**src/rtl/sprite_pkg.sv**
```systemverilog
`default_nettype none
// +----------------------------------------------------------------------+
// | sprite_pkg : sprite VRAM geometry, op codes and writer FSM states    |
// | Rev 1.0                                                              |
// +----------------------------------------------------------------------+
package sprite_pkg;

  localparam int SPRITE_SIZE  = 32;
  localparam int SPRITE_COUNT = 8;
  localparam int VRAM_A_WIDTH = 13;
  localparam int VRAM_D_WIDTH = 8;

  localparam int XY_W   = $clog2(SPRITE_SIZE);
  localparam int SLOT_W = $clog2(SPRITE_COUNT);

  localparam logic OP_LOAD = 1'b0;
  localparam logic OP_FILL = 1'b1;

  typedef enum logic [1:0] {
    IDLE = 2'd0,
    LOAD = 2'd1,
    FILL = 2'd2,
    DONE = 2'd3
  } state_e;

endpackage
`default_nettype wire

```
**src/rtl/sprite_addr_gen.sv**
```systemverilog
`default_nettype none
// +----------------------------------------------------------------------+
// | sprite_addr_gen : raster x/y counters producing {slot, y, x} address |
// | Rev 1.0                                                              |
// +----------------------------------------------------------------------+
module sprite_addr_gen
  import sprite_pkg::*;
(
  input  logic                    clk,
  input  logic                    reset,
  input  logic                    clear_i,
  input  logic [SLOT_W-1:0]       slot_i,
  input  logic                    advance_i,
  output logic [VRAM_A_WIDTH-1:0] addr_o,
  output logic                    last_o
);

  logic [SLOT_W-1:0] slot_q;
  logic [XY_W-1:0]   x_q;
  logic [XY_W-1:0]   y_q;

  always_ff @(posedge clk or posedge reset) begin
    if (reset) begin
      slot_q <= '0;
      x_q    <= '0;
      y_q    <= '0;
    end else if (clear_i) begin
      slot_q <= slot_i;
      x_q    <= '0;
      y_q    <= '0;
    end else if (advance_i) begin
      x_q <= x_q + 1'b1;
      if (&x_q) begin
        y_q <= y_q + 1'b1;
      end
    end
  end

  // Power-of-two geometry: the slot base is just the upper address bits.
  assign addr_o = {slot_q, y_q, x_q};
  assign last_o = (&x_q) && (&y_q);

endmodule
`default_nettype wire

```
**src/rtl/sprite_vram_writer.sv**
```systemverilog
`default_nettype none
// +----------------------------------------------------------------------+
// | sprite_vram_writer : streams LOAD/FILL commands into sprite VRAM     |
// | Optional: CHECKSUM_EN adds a 16-bit sum of written bytes.            |
// | Rev 1.0                                                              |
// +----------------------------------------------------------------------+
module sprite_vram_writer
  import sprite_pkg::*;
(
  input  logic                    clk,
  input  logic                    reset,
  input  logic                    cmd_valid,
  output logic                    cmd_ready,
  input  logic                    cmd_op,
  input  logic [3:0]              cmd_sprite,
  input  logic [VRAM_D_WIDTH-1:0] cmd_colour,
  input  logic                    pix_valid,
  output logic                    pix_ready,
  input  logic [VRAM_D_WIDTH-1:0] pix_data,
  input  logic                    abort,
  output logic                    mem_write,
  output logic [VRAM_A_WIDTH-1:0] mem_addr,
  output logic [VRAM_D_WIDTH-1:0] mem_data,
  output logic                    busy,
  output logic                    done,
  output logic                    err
`ifdef CHECKSUM_EN
  ,
  output logic [15:0]             checksum
`endif
);

  state_e                  state_q, state_d;
  logic                    ready_q;
  logic [VRAM_D_WIDTH-1:0] colour_q;
  logic                    mem_write_q, mem_write_d;
  logic [VRAM_A_WIDTH-1:0] mem_addr_q;
  logic [VRAM_D_WIDTH-1:0] mem_data_q, mem_data_d;
  logic                    err_q, err_d;

  logic                    gen_clear;
  logic                    gen_advance;
  logic [VRAM_A_WIDTH-1:0] gen_addr;
  logic                    gen_last;
  logic                    cmd_accept;
  logic                    slot_ok;

  assign cmd_accept = cmd_valid && cmd_ready;
  assign slot_ok    = ({28'd0, cmd_sprite} < 32'(SPRITE_COUNT));

  sprite_addr_gen u_addr_gen (
    .clk       (clk),
    .reset     (reset),
    .clear_i   (gen_clear),
    .slot_i    (cmd_sprite[SLOT_W-1:0]),
    .advance_i (gen_advance),
    .addr_o    (gen_addr),
    .last_o    (gen_last)
  );

  always_comb begin
    state_d     = state_q;
    cmd_ready   = 1'b0;
    pix_ready   = 1'b0;
    busy        = 1'b1;
    done        = 1'b0;
    err_d       = 1'b0;
    gen_clear   = 1'b0;
    gen_advance = 1'b0;
    mem_write_d = 1'b0;
    mem_data_d  = mem_data_q;
    case (state_q)
      IDLE: begin
        busy      = 1'b0;
        cmd_ready = ready_q;
        if (cmd_accept) begin
          if (slot_ok) begin
            gen_clear = 1'b1;
            state_d   = (cmd_op == OP_FILL) ? FILL : LOAD;
          end else begin
            err_d = 1'b1;
          end
        end
      end
      LOAD: begin
        pix_ready = !abort;
        if (abort) begin
          state_d = IDLE;
        end else if (pix_valid) begin
          mem_write_d = 1'b1;
          mem_data_d  = pix_data;
          gen_advance = 1'b1;
          if (gen_last) state_d = DONE;
        end
      end
      FILL: begin
        if (abort) begin
          state_d = IDLE;
        end else begin
          mem_write_d = 1'b1;
          mem_data_d  = colour_q;
          gen_advance = 1'b1;
          if (gen_last) state_d = DONE;
        end
      end
      DONE: begin
        // First DONE cycle still carries the final write; pulse once it has drained.
        if (!mem_write_q) begin
          done    = 1'b1;
          state_d = IDLE;
        end
      end
      default: state_d = IDLE;
    endcase
  end

  always_ff @(posedge clk or posedge reset) begin
    if (reset) begin
      state_q     <= IDLE;
      ready_q     <= 1'b0;
      colour_q    <= '0;
      mem_write_q <= 1'b0;
      mem_addr_q  <= '0;
      mem_data_q  <= '0;
      err_q       <= 1'b0;
    end else begin
      state_q     <= state_d;
      ready_q     <= 1'b1;
      err_q       <= err_d;
      mem_write_q <= mem_write_d;
      if (mem_write_d) begin
        mem_addr_q <= gen_addr;
        mem_data_q <= mem_data_d;
      end
      if (gen_clear) begin
        colour_q <= cmd_colour;
      end
    end
  end

  assign mem_write = mem_write_q;
  assign mem_addr  = mem_addr_q;
  assign mem_data  = mem_data_q;
  assign err       = err_q;

`ifdef CHECKSUM_EN
  logic [15:0] checksum_q;

  always_ff @(posedge clk or posedge reset) begin
    if (reset) begin
      checksum_q <= '0;
    end else if (gen_clear) begin
      checksum_q <= '0;
    end else if (mem_write_d) begin
      checksum_q <= checksum_q + 16'(mem_data_d);
    end
  end

  assign checksum = checksum_q;
`endif

endmodule
`default_nettype wire

```
**config.mk**
```make
export PLATFORM = sky130hd
export DESIGN_NAME = sprite_vram_writer
export DESIGN_NICKNAME = d
export VERILOG_FILES = /design/src/rtl/sprite_pkg.sv /design/src/rtl/sprite_addr_gen.sv /design/src/rtl/sprite_vram_writer.sv
export SDC_FILE = /design/constraint.sdc
export NUM_CORES = 1
export LEC_CHECK = 0
export ABC_AREA = 0
export CORE_MARGIN = 5
export CORE_UTILIZATION = 55
export CTS_BUF_LIST = sky130_fd_sc_hd__clkbuf_8
export DETAILED_ROUTE_END_ITERATION = 8
export PLACE_DENSITY_LB_ADDON = 0.2
export SLEW_MARGIN = 20
export SYNTH_ARGS = -nofsm -noshare
export SYNTH_HDL_FRONTEND = slang
export SYNTH_HIERARCHICAL = 1
export SYNTH_SLANG_ARGS = --single-unit
```
**constraint.sdc**
```tcl
create_clock -name clk -period 3 [get_ports clk]
set_input_delay 0.3 -clock clk [delete_from_list [all_inputs] [get_ports clk]]
set_output_delay 0.3 -clock clk [all_outputs]
set_load 0.02 [all_outputs]
```
==> results.sh, run 1 <==
export IMPL_status="finished clean"
export IMPL_drive_above_1_share_pct=19.20
export IMPL_ios=53
export IMPL_cp_start_kind="flip-flop"
export IMPL_place_area_um2=2716
export IMPL_cts_tree="done"
export IMPL_postCtsHoldBufs=0
export IMPL_ys_seq_elements=47
export IMPL_wl_per_cell_um=16.48
export IMPL_floorplan_initialDensity_pct=57.85
export IMPL_setup_viol=0
export IMPL_vias=1431
export IMPL_critPathMaxStageDelay_ps=600
export IMPL_drv_slew=0
export IMPL_synth_top_area_share_pct=54.30
export IMPL_maxCapViolations=0
export IMPL_syn_nets=202
export IMPL_synth_area_top_cells="dfrtp_1 (54%), mux2_2 (7.8%), mux2_4 (6.2%)"
export IMPL_drc_errors=0
export IMPL_antenna_cells=0
export IMPL_vdd_ir_drop_max_mv=0.4694
export IMPL_tns_ps=0
export IMPL_synth_largest_area_cell="dfrtp_1"
export IMPL_cts_buffers_inserted=5
export IMPL_hpwlAfterDp_um=3196
export IMPL_root_buffer="clkbuf_8"
export IMPL_ys_flop_type="dfrtp_1"
export IMPL_syn_cell_area_um2=2166
export IMPL_antenna_found_initial=0
export IMPL_die_h_um=72.75
export IMPL_place_gp_congestion=0.7569
export IMPL_avgSynthCellArea_um2=12.97
export IMPL_max_freq_mhz=447.9
export IMPL_area_growth_pct=30.85
export IMPL_worstSetupEndpointType="flip-flop"
export IMPL_rsz0062_at_grt="false"
export IMPL_finalHoldViolCount=0
export IMPL_crit_type="flip-flop to flip-flop"
export IMPL_drt_iter0_drc=55
export IMPL_die_x_um=72.75
export IMPL_max_slew_margin_pct=56.92
export IMPL_path_buf_inv=2
export IMPL_fin_nets=258
export IMPL_skew_ps=9.554
export IMPL_crit_arrival_ps=2410
export IMPL_viasPerCell=5.261
export IMPL_ys_seq_area_share_pct=54.30
export IMPL_ys_warn_count=6
export IMPL_grt_pass1_wl_um=7707
export IMPL_fin_area_um2=2834
export IMPL_synth_edf_count=0
export IMPL_crit_chain="inv_1 > ha_1 > a21oi_2 > nor2_4 > buf_4 > nand4_1 > xor2_1 > nor2_1"
export IMPL_leakagePower_nw=1.317
export IMPL_cts_resized_gates=0
export IMPL_p_per_area_nw_per_um2=868.5
export IMPL_num_rows=22
export IMPL_clock_sinks=47
export IMPL_hold_class="input pin to asynchronous set/reset pin"
export IMPL_antenna_left=0
export IMPL_crit_fanout=22
export IMPL_portBuffers=52
export IMPL_routed_wl_um=4482
export IMPL_grt_max_degree=35
export IMPL_first_pass_iters=4
export IMPL_track_usage_pct=18.99
export IMPL_period_needed_ps=2233
export IMPL_coreArea_um2=3744
export IMPL_die_area_um2=5293
export IMPL_grt_pass1_vias=1608
export IMPL_yosysUniqueCellTypes=33
export IMPL_synth_cells=167
export IMPL_crit_required_ps=3180
export IMPL_async_flop_share_pct=100.0
export IMPL_post_cts_repair_setup_buffers=0
export IMPL_clk_pin_slew_ps=90
export IMPL_path_delay_family="adder cells"
export IMPL_finalCritPeriodShare_pct=74.43
export IMPL_max_clock_path_buffers=2
export IMPL_h_tree_depth=2
export IMPL_clock_latency_ps=300
export IMPL_crit_slowest_cell="ha_1"
export IMPL_gr_total_overflow=0
export IMPL_worstMarginPinSlew_ps=646.2
-- layer usage --
layer / wire length, µm / GRT usage (%) / vias to the layer above
met3: 241 / 5.096 / 14
met4: 120 / 7.582 / 0
li1: - / - / 674
met1: 1880 / 23.38 / 696
met2: 2240 / 31.66 / 47
met5: 0 / 0 / -
-- stage by stage --
stage	power (mW)	hold slack [ps]	setup slack (ps)	util [%]	cells
global route	2.619	412.4	647.4	75.70	272
detailed placement	1.998	484.6	857.3	72.56	264
floorplan	1.629	177.0	1076	-	167
finish	2.461	363.6	767.2	75.70	272
global placement	1.944	480.7	947.0	72.56	264
CTS	2.488	373.7	764.8	75.70	272
-- cell families (layout without fill, tap and decap cells) --
family,Yosys count,count (layout),synth area share [%]
and+or+nand+nor,39,39,10.28
xor gates and xnor gates,5,5,2.022
buffers and inverters,12,69,3.293
other,1,1,0.1731
muxes,38,38,20.57
AOI/OAI and AO/OA,16,16,4.159
adders and majority gates,9,9,5.199
DFF,47,47,54.30
-- state kept, by name, indices dropped and copies added, names as in the netlist --
name,cells
mem_data,8
ready_q,1
colour_q,8
u_addr_gen/y_q,5
err,1
mem_addr,13
u_addr_gen/x_q,5
mem_write,1
state_q,2
u_addr_gen/slot_q,3
-- worst paths after layout --
kind / slack (ps) / endpoint / startpoint / cells after the start
worst max-delay path: 770 / u_addr_gen/x_q[3] / state_q[0] / 8
worst min-delay path: 360 / u_addr_gen/y_q[4] / reset / 2
worst max register to register: 770 / u_addr_gen/x_q[3] / state_q[0] / 8
worst min register to register: 500 / colour_q[0] / colour_q[0] / 1
max in group asynchronous: 2260 / mem_data[2] / reset / 3
min in group clk: 500 / colour_q[0] / colour_q[0] / 1
-- cells in the mapped netlist (all sizes together) (3+ instances only) --
cell   count
xor2       4
nand2      5
a21oi     13
mux2i     13
inv        7
ha         9
nand3      4
and3       3
dfrtp     47
mux2      25
nor2      18
buf        4
-- final cells by class --
cell class	count	area, µm²
Inverter	7	26.28
Clock inverter	2	35.03
Timing Repair Buffer	54	535.5
Sequential cell	47	1176
Tap cell	48	60.06
Clock buffer	6	82.58
Fill cell	263	909.6
Multi-Input combinational cell	108	918.4
-- cell usage in the layout (no fill, tap or decap), types with 3 or more instances in the layout --
master,instances
nand2_1,4
a21oi_1,12
mux2_2,15
nor2_1,16
inv_1,7
ha_1,9
xor2_1,4
clkdlybuf4s50_1,52
clkbuf_8,6
and3_1,3
mux2_4,9
nand3_1,4
mux2i_1,13
dfrtp_1,47
-- report_power, final --
| group | switching, mW | internal (mW) |
|---|---|---|
| sequential | 0.120 | 0.835 |
| combinational | 0.511 | 0.521 |
| clock | 0.204 | 0.270 |
| total | 0.836 | 1.63 |
No activity file was read; power rests on OpenSTA's default activity.
==> inputs of run 2 (changes only) <==
--- a/config.mk
+++ b/config.mk
@@ -7,7 +7,7 @@
 export LEC_CHECK = 0
 export ABC_AREA = 0
 export CORE_MARGIN = 5
-export CORE_UTILIZATION = 55
+export CORE_UTILIZATION = 46
 export CTS_BUF_LIST = sky130_fd_sc_hd__clkbuf_8
 export DETAILED_ROUTE_END_ITERATION = 8
 export PLACE_DENSITY_LB_ADDON = 0.2
==> constraint.sdc (replaced) <==
create_clock -name clk -period 1.95 [get_ports clk]
set_input_delay 0.195 -clock clk [delete_from_list [all_inputs] [get_ports clk]]
set_output_delay 0.195 -clock clk [all_outputs]
set_load 0.02 [all_outputs]
==> run 2 against run 1 <==
Compared with the run above:
- clock power increased by 11%
- clock skew about the same
- register-to-register slack worse by 600 ps
- non-clock buffer count increased by 5
- sequential share of layout area shrank 0.33 points
- first-iteration DRC count grew 3.6%
- wire length fell by 0.25%
- via count decreased by 0.42%
- design area is 0.79% higher
- sequential cell count is the same
- hold slack got worse by 94 ps
- core utilization down 14 points
- critical endpoint is now busy
==> results.sh, run 2 (synthesized netlist as in run 1, its figures left out) <==
export IMPL_status="finished clean"
export IMPL_setup_viol=0
export IMPL_cts_tree="done"
export IMPL_crit_arrival_ps=1660
export IMPL_worstMarginPinSlew_ps=517.0
export IMPL_ios=53
export IMPL_drt_iter0_drc=57
export IMPL_fin_area_um2=2856
export IMPL_cp_start_kind="flip-flop"
export IMPL_largest_reg_flops=13
export IMPL_viasPerCell=5.071
export IMPL_num_rows=25
export IMPL_fin_nets=263
export IMPL_place_gp_congestion=0.7770
export IMPL_gr_total_overflow=0
export IMPL_routed_wl_um=4471
export IMPL_mostFrequentLayoutCells="clkdlybuf4s50_1 (50), dfrtp_1 (47), nor2_1 (16), mux2_2 (15), mux2i_1 (13)"
export IMPL_clk_pin_slew_ps=80
export IMPL_antenna_cells=0
export IMPL_tns_ps=0
export IMPL_floorplan_initialDensity_pct=46.47
export IMPL_vdd_ir_drop_max_mv=0.6500
export IMPL_grt_pass1_wl_um=7438
export IMPL_max_clock_path_buffers=2
export IMPL_rsz0062_at_grt="false"
export IMPL_hpwlAfterDp_um=3450
export IMPL_drv_slew=0
export IMPL_crit_type="flip-flop to primary output"
export IMPL_antenna_found_initial=0
export IMPL_portBuffers=52
export IMPL_rrSetupSlack_ps=170
export IMPL_finalHoldViolCount=0
export IMPL_clock_latency_ps=290
export IMPL_finalCritPeriodShare_pct=95.34
export IMPL_vias=1425
export IMPL_cts_buffers_inserted=5
export IMPL_area_growth_pct=31.89
export IMPL_max_freq_mhz=537.9
export IMPL_antenna_left=0
export IMPL_leakagePower_nw=1.338
export IMPL_skew_ps=9.717
export IMPL_wl_per_cell_um=15.91
export IMPL_die_x_um=78.62
export IMPL_track_usage_pct=15.68
export IMPL_first_pass_iters=4
export IMPL_hold_ws_ps=269.3
export IMPL_period_needed_ps=1859
export IMPL_coreArea_um2=4661
export IMPL_crit_required_ps=1750
export IMPL_die_area_um2=6180
export IMPL_rr_startpoint="u_addr_gen/x_q[0]"
export IMPL_clock_sinks=47
export IMPL_rr_worst_depth=7
export IMPL_worstSetupEndpointType="primary output"
export IMPL_h_tree_depth=2
export IMPL_grt_max_degree=25
export IMPL_utilization_pct=61.29
export IMPL_timing_rr_end="state_q[1]"
export IMPL_layout_commonest_cell="clkdlybuf4s50_1"
export IMPL_p_per_area_nw_per_um2=1256
export IMPL_drive_above_1_share_pct=19.82
export IMPL_root_buffer="clkbuf_8"
export IMPL_die_h_um=78.62
export IMPL_post_cts_repair_setup_buffers=0
export IMPL_drc_errors=0
export IMPL_max_slew_margin_pct=65.49
export IMPL_hold_class="input pin to asynchronous set/reset pin"
export IMPL_place_area_um2=2786
export IMPL_grt_pass1_vias=1508
export IMPL_crit_fanout=4
export IMPL_maxCapViolations=0
export IMPL_power_mw=3.587
[run 2: changes by cell type in the layout (fill, tap and decap cells not counted)]
cell             previous run  this run
buf_12                      0         2
buf_4                       2         5
bufinv_16                   1         0
clkbuf_8                    6         5
clkdlybuf4s50_1            52        50
clkinv_2                    1         0
dlygate4sd2_1               0         2
inv_1                       7         8
[run 2: through the flow]
step | setup slack, ps | instances
final | 90.97 | 281
after global routing | 19.38 | 281
after CTS | 80.70 | 281
after detailed placement | 168.8 | 275
after global placement | 216.2 | 275
after floorplan | 25.97 | 167
[run 2: worst max-delay path by stage]
stage                      start           endpoint  slack (ps)  cells past startpoint
2_1_floorplan         state_q[0]  u_addr_gen/y_q[3]          30                      9
3_3_place_gp   u_addr_gen/x_q[0]         state_q[1]         220                      7
3_5_place_dp   u_addr_gen/x_q[0]         state_q[0]         170                      7
4_1_cts               state_q[0]               busy          80                      4
5_1_grt               state_q[0]               busy          20                      4
6_report              state_q[0]               busy          90                      4
[run 2: worst max-delay path, cell delays in order, from the launching register on]
cell and delay [ps]:
dfrtp_1 390, inv_1 110, ha_1 230, inv_1 60
clkdlybuf4s50_1 590
[run 2: final cells by class]
class                   instances  area, µm²
multi-input cells             108      918.4
well taps                      54      67.56
fillers                       374       1804
repair buffers                 59      595.6
inverters                       7      26.28
clock buffers                   5      68.82
clock inverters                 1      3.754
flip-flops and latches         47       1176
[run 2: report_power, final]
part	switching (mW)	total (mW)	internal [mW]
logic	0.768	1.59	0.825
clock network	0.293	0.527	0.234
registers	0.183	1.47	1.28
total	1.24	3.59	2.34
[run 2: what timing repair did]
| action | in CTS | in global routing |
|---|---|---|
| hold buffers | 0 | 0 |
| hold endpoints to repair | 0 | 0 |
| endpoints found under the setup margin | 2 | 0 |
| gates resized for setup | 2 | 0 |
[run 2: routing by layer]
layer / part of all wire [%] / routed length (µm) / up-vias / GRT usage [%]
li1: - / - / 687 / -
met1: 42 / 1868 / 690 / 18.95
met2: 51 / 2290 / 42 / 26.06
met3: 5.7 / 253 / 6 / 4.702
met4: 1.3 / 58 / 0 / 6.294
met5: 0 / 0 / - / 0
